## config.mk

```make
export PLATFORM = sky130hd
export DESIGN_NAME = step_control
export DESIGN_NICKNAME = d
export VERILOG_FILES = /design/src/rtl/step_control.sv
export SDC_FILE = /design/constraint.sdc
export NUM_CORES = 1
export LEC_CHECK = 0
export CELL_PAD_IN_SITES_DETAIL_PLACEMENT = 0
export CELL_PAD_IN_SITES_GLOBAL_PLACEMENT = 1
export CORE_UTILIZATION = 40
export DETAILED_ROUTE_END_ITERATION = 10
export GPL_ROUTABILITY_DRIVEN = 0
export HOLD_SLACK_MARGIN = 0.06
export PLACE_DENSITY_LB_ADDON = 0.1
export REMOVE_ABC_BUFFERS = 1
export SETUP_SLACK_MARGIN = 0.5
export SLEW_MARGIN = 30
export SYNTH_ARGS = -nofsm -noshare
export SYNTH_HDL_FRONTEND = slang
export SYNTH_SLANG_ARGS = --single-unit
```

## constraint.sdc

```tcl
create_clock -name i_oszClk -period 4.4 [get_ports i_oszClk]
set_clock_uncertainty 0.05 [all_clocks]
set_input_delay 0.66 -clock i_oszClk [delete_from_list [all_inputs] [get_ports i_oszClk]]
set_output_delay 0.66 -clock i_oszClk [all_outputs]
set_load 0.01 [all_outputs]
```

## src/rtl/step_control.sv

```systemverilog
// ---------------------------------------------------------------------------
// step_control
//
// Front-end clock-enable generator for the CPU datapath. It owns the operator
// controls for CPU clocking. It emits exactly one single-cycle o_cpuClkEn
// pulse per CPU microcycle, in one of three ways: free run, single-microcycle
// step, or single-instruction step (burst). It stops on breakpoint or halt
// feedback from the datapath.
//
// Parameters:
//   DEBOUNCE_CYCLES   stable oszClk cycles needed to accept a button change
//   RUN_DIV           run mode issues one enable every RUN_DIV oszClk cycles
//
// Ports:
//   i_oszClk              board oscillator clock, the only clock
//   i_reset               asynchronous active-high reset
//   i_btnStep             raw bouncing step button, 1 = closed
//   i_swInstrNCycle       1 = step whole instruction, 0 = step one microcycle
//   i_swStepNRun          1 = step mode, 0 = run mode
//   i_swEnableBreakpoint  1 = honour i_breakpointHit
//   i_instrDone           datapath: current microcycle ends its instruction
//   i_breakpointHit       datapath: current instruction is breakpoint-flagged
//   i_halt                datapath: halt instruction executing
//   o_cpuClkEn            registered single-cycle datapath enable
//   o_running             1 while in RUN or BURST
//   o_stopped             1 while in BREAK or HALT
// ---------------------------------------------------------------------------
module step_control #(
    parameter int DEBOUNCE_CYCLES = 1000000,
    parameter int RUN_DIV         = 1
) (
    input  logic i_oszClk,
    input  logic i_reset,
    input  logic i_btnStep,
    input  logic i_swInstrNCycle,
    input  logic i_swStepNRun,
    input  logic i_swEnableBreakpoint,
    input  logic i_instrDone,
    input  logic i_breakpointHit,
    input  logic i_halt,
    output logic o_cpuClkEn,
    output logic o_running,
    output logic o_stopped
);

    localparam int CNT_W = (DEBOUNCE_CYCLES > 1) ? $clog2(DEBOUNCE_CYCLES) : 1;
    localparam int DIV_W = (RUN_DIV > 1) ? $clog2(RUN_DIV) : 1;
    localparam logic [CNT_W-1:0] CNT_MAX = CNT_W'(DEBOUNCE_CYCLES - 1);
    localparam logic [DIV_W-1:0] DIV_MAX = DIV_W'(RUN_DIV - 1);

    typedef enum logic [2:0] {
        ST_IDLE,
        ST_RUN,
        ST_BURST,
        ST_BREAK,
        ST_HALT
    } state_t;

    // Two-stage synchronisers for every input except reset.
    logic [6:0] rawIn;
    logic [6:0] sync1_q;
    logic [6:0] sync2_q;

    logic btnSync;
    logic instrModeSync;
    logic stepModeSync;
    logic enBpSync;
    logic instrDoneSync;
    logic bpHitSync;
    logic haltSync;

    logic [CNT_W-1:0] cnt_q, cnt_d;
    logic             btnLevel_q, btnLevel_d;
    logic             stepReq;

    state_t           state_q, state_d;
    logic             cpuClkEn_q, cpuClkEn_d;
    logic [DIV_W-1:0] divCnt_q, divCnt_d;
    logic             bpArmed_q, bpArmed_d;

    logic haltHit;
    logic doneHit;
    logic bpBreak;

    assign rawIn = {i_btnStep, i_swInstrNCycle, i_swStepNRun, i_swEnableBreakpoint,
                    i_instrDone, i_breakpointHit, i_halt};

    assign btnSync       = sync2_q[6];
    assign instrModeSync = sync2_q[5];
    assign stepModeSync  = sync2_q[4];
    assign enBpSync      = sync2_q[3];
    assign instrDoneSync = sync2_q[2];
    assign bpHitSync     = sync2_q[1];
    assign haltSync      = sync2_q[0];

    always_ff @(posedge i_oszClk or posedge i_reset) begin
        if (i_reset) begin
            sync1_q <= '0;
            sync2_q <= '0;
        end else begin
            sync1_q <= rawIn;
            sync2_q <= sync1_q;
        end
    end

    // Debounce: the counter only advances while the synchronised button
    // disagrees with the accepted level, so any bounce back restarts it.
    // The step request fires in the same cycle the level rises.
    always_comb begin
        cnt_d      = '0;
        btnLevel_d = btnLevel_q;
        stepReq    = 1'b0;
        if (btnSync != btnLevel_q) begin
            if (cnt_q == CNT_MAX) begin
                btnLevel_d = btnSync;
                stepReq    = btnSync;
            end else begin
                cnt_d = cnt_q + CNT_W'(1);
            end
        end
    end

    always_ff @(posedge i_oszClk or posedge i_reset) begin
        if (i_reset) begin
            cnt_q      <= '0;
            btnLevel_q <= 1'b0;
        end else begin
            cnt_q      <= cnt_d;
            btnLevel_q <= btnLevel_d;
        end
    end

    // Datapath feedback is meaningful only while a pulse is being executed.
    assign haltHit = cpuClkEn_q && haltSync;
    assign doneHit = cpuClkEn_q && instrDoneSync;
    assign bpBreak = cpuClkEn_q && bpHitSync && enBpSync && bpArmed_q;

    // Next-state logic. Halt is checked before breakpoint so that it wins
    // when both arrive together. An enable already registered always
    // completes its cycle; decisions here only affect the next pulse.
    always_comb begin
        state_d    = state_q;
        cpuClkEn_d = 1'b0;
        divCnt_d   = divCnt_q;
        bpArmed_d  = bpArmed_q;

        if (doneHit) begin
            bpArmed_d = 1'b1;
        end

        unique case (state_q)
            ST_IDLE: begin
                if (haltHit) begin
                    state_d = ST_HALT;
                end else if (!stepModeSync) begin
                    state_d  = ST_RUN;
                    divCnt_d = '0;
                end else if (stepReq) begin
                    if (instrModeSync) begin
                        state_d = ST_BURST;
                    end else begin
                        cpuClkEn_d = 1'b1;
                    end
                end
            end

            ST_BURST: begin
                if (haltHit) begin
                    state_d = ST_HALT;
                end else if (doneHit) begin
                    state_d = ST_IDLE;
                end else begin
                    cpuClkEn_d = 1'b1;
                end
            end

            ST_RUN: begin
                if (haltHit) begin
                    state_d = ST_HALT;
                end else if (bpBreak) begin
                    state_d = ST_BREAK;
                end else if (stepModeSync) begin
                    state_d = ST_IDLE;
                end else if (divCnt_q == DIV_MAX) begin
                    cpuClkEn_d = 1'b1;
                    divCnt_d   = '0;
                end else begin
                    divCnt_d = divCnt_q + DIV_W'(1);
                end
            end

            // Resuming disarms the breakpoint so the rest of the flagged
            // instruction runs through; its final microcycle re-arms it.
            ST_BREAK: begin
                if (stepReq) begin
                    bpArmed_d = 1'b0;
                    if (!stepModeSync) begin
                        state_d  = ST_RUN;
                        divCnt_d = '0;
                    end else if (instrModeSync) begin
                        state_d = ST_BURST;
                    end else begin
                        state_d    = ST_IDLE;
                        cpuClkEn_d = 1'b1;
                    end
                end else if (stepModeSync) begin
                    state_d = ST_IDLE;
                end
            end

            ST_HALT: begin
                state_d = ST_HALT;
            end

            default: begin
                state_d = ST_IDLE;
            end
        endcase
    end

    always_ff @(posedge i_oszClk or posedge i_reset) begin
        if (i_reset) begin
            state_q    <= ST_IDLE;
            cpuClkEn_q <= 1'b0;
            divCnt_q   <= '0;
            bpArmed_q  <= 1'b1;
        end else begin
            state_q    <= state_d;
            cpuClkEn_q <= cpuClkEn_d;
            divCnt_q   <= divCnt_d;
            bpArmed_q  <= bpArmed_d;
        end
    end

    assign o_cpuClkEn = cpuClkEn_q;
    assign o_running  = (state_q == ST_RUN) || (state_q == ST_BURST);
    assign o_stopped  = (state_q == ST_BREAK) || (state_q == ST_HALT);

endmodule

```

==> metrics <==
commonest register cell after synthesis dfrtp_1; vias 1312; main combinational cell family by area after synthesis simple AND/OR/NAND/NOR gates; Die Y 69.5 um; Multi-input gate area 747 um2; Slew @ Worst Pin 0.505 ns; DR WL/cell 13.6 um; Max clock buf depth 2; global-route wire length before repair 5.90 mm; worst path required time 3.69 ns; Data arrival, critical path 1.77 ns; Post-synth EDFFs 0; htree depth 2; DRC 0; # resized after CTS 0; io pins 12; FP Rows 24; P_sw 246 uW; Post-Synthesis Cells 179; fin nets 203; Power Internal 647 uW; power density cells 425 mW/mm2; peak supply drop 0.183 mV; Seq/Total Area, Yosys 0.563; Initial Util 0.419; Final Critical Period 2.48 ns; overall routing resource usage 0.157; Core Area 0.00435 mm2; share of synthesized area spent on multiplexers 0.00618; Synth Area in Simple Gates 0.223; worst-skew pair later-pin latency 0.29 ns; Fin. Hold Viols 0; Hold Worst Slack 0.301 ns; Port Buffers 11; most frequent cells in the layout dfrtp_1, nor2_1, nand2_1; TritonRoute pass-1 iters 4; fin crit share 0.563; Initial DRC Count 127; Clock Tree Root clkbuf_8; part of the power in combinational logic 0.166; Reg2Reg Depth 6; largest net degree at the start of global routing 26; LEAKAGE 0.000841 uW; share of layout cells above drive strength 1 0.0876; number of max-cap violations 0; hold path depth 0; n_diodes 0; adder-cell share of the synthesized area 0.00686; setup tns final 0 ns; global route total overflow 0; Clock transition at path regs 0.08 ns; Hold WC Path Type register to register; Worst Setup End Kind primary output; # fillers 389; Flop pwr share 0.497; Netlist cell types 36; crit start category register; # setup viols final 0; die area 0.00483 mm2; CP max FO 15; CTS buffer count 5; vias per cell 5.33; initial antenna violation count 0; mapped cell area 0.00182 mm2; WS Path Type register to primary output; clock power share 0.337; Slew headroom 0.663; hpwl dp 2.35 mm; vias in the first global route 1218; Highest Clock Rate 0.404 GHz; clk sinks 41; most common cell after layout, fill and taps aside dfrtp_1; RSZ-0062 raised after global routing false; CTS tree yes; run status finished, final reports clean; DRT antenna net count 0; yosys warns 0; Setup Fix Bufs, Post-CTS 0; compound-gate portion of the synthesized area 0.0920; XOR/XNOR Fraction of Synth Area 0.0817; switching share of power 0.276; Post-CTS Hold Buffers 0; Async SR Flop Fraction 1.00; Area growth syn-to-layout 15.3%; Synth Register Bits 41; Mean Syn Cell Area 10.2 um2; drt total wl 3.34 mm; die width 69.5 um; count of pins over their slew limit 0; Reg area 0.00103 mm2; Final Util 0.483
flip-flops by register name (all words and copies together), names as in the netlist:
register,count
cnt_q,20
btnLevel_q,1
divCnt_q,1
sync2_q,7
sync1_q,7
bpArmed_q,1
state_q,3
o_cpuClkEn,1
logic make-up (layout without fill, tap and decap cells):
group,after synthesis,count (layout)
muxes,1,1
AOI/OAI and AO/OA,27,27
DFF,41,41
xor gates and xnor gates,17,17
adders and majority gates,1,1
buffers and inverters,13,28
and+or+nand+nor,79,79
worst paths after layout:
check                                 from    endpoint  slack [ns]
worst max-delay path            state_q[0]   o_stopped        1.92
worst min-delay path            sync1_q[2]  sync2_q[2]        0.30
worst max register to register    cnt_q[0]  state_q[1]        2.19
worst min register to register  sync1_q[2]  sync2_q[2]        0.30
max in group asynchronous          i_reset   cnt_q[16]        3.03
min in group asynchronous          i_reset  sync1_q[4]        0.67
cell usage after synthesis, types with 2 or more instances:
library cell | n | area [um2]
a21o_1 | 2 | 15.0
a21oi_1 | 9 | 45.0
and4_1 | 3 | 26.3
clkbuf_1 | 6 | 22.5
dfrtp_1 | 40 | 1000
inv_1 | 7 | 26.3
nand2_1 | 13 | 48.8
nand3_1 | 8 | 40.0
nand4_1 | 3 | 18.8
nor2_1 | 29 | 109
nor3_1 | 7 | 35.0
nor4_1 | 2 | 12.5
o21ai_0 | 8 | 40.0
or3_1 | 4 | 25.0
or4_1 | 2 | 15.0
xnor2_1 | 11 | 96.3
xor2_1 | 6 | 52.6
routing by layer:
layer  vias to the layer above  share of wire  global-route usage
li1                        647              -                   -
met3                         4          0.057              0.0392
met1                       625           0.49               0.233
met2                        36           0.44               0.220
met5                         -              0                   0
met4                         0         0.0075              0.0590
cell type report:
type | instances | area share
inverters | 7 | 0.0125
repair buffers | 13 | 0.0595
multi-input cells | 125 | 0.355
flip-flops and latches | 41 | 0.489
well taps | 52 | 0.0310
clock buffers | 6 | 0.0345
clock inverters | 2 | 0.0185
worst max-delay path, cell delays in order, from the launching register on:
cell and delay [ns]:
dfrtp_1 0.61, nand3b_1 0.20, o21ai_0 0.11, clkdlybuf4s50_1 0.55
power by group through the flow:
stage | Clock [uW] | Combinational, uW | Sequential [uW]
global placement | 0 | 148 | 447
floorplan | 0 | 95.1 | 441
CTS | 307 | 149 | 443
finish | 301 | 149 | 444
global route | 323 | 169 | 451
detailed placement | 0 | 148 | 451
stage by stage:
step / worst slack (ns) / power [uW] / area, um2 / std cells
after global routing: 1.84 / 942 / 2100 / 246
final: 1.92 / 893 / 2100 / 246
after floorplan: 1.98 / 536 / 1800 / 173
after CTS: 1.93 / 899 / 2100 / 246
after global placement: 2.29 / 595 / 1990 / 238
after detailed placement: 2.23 / 598 / 1990 / 238
Power figures use the tool's default switching activity.
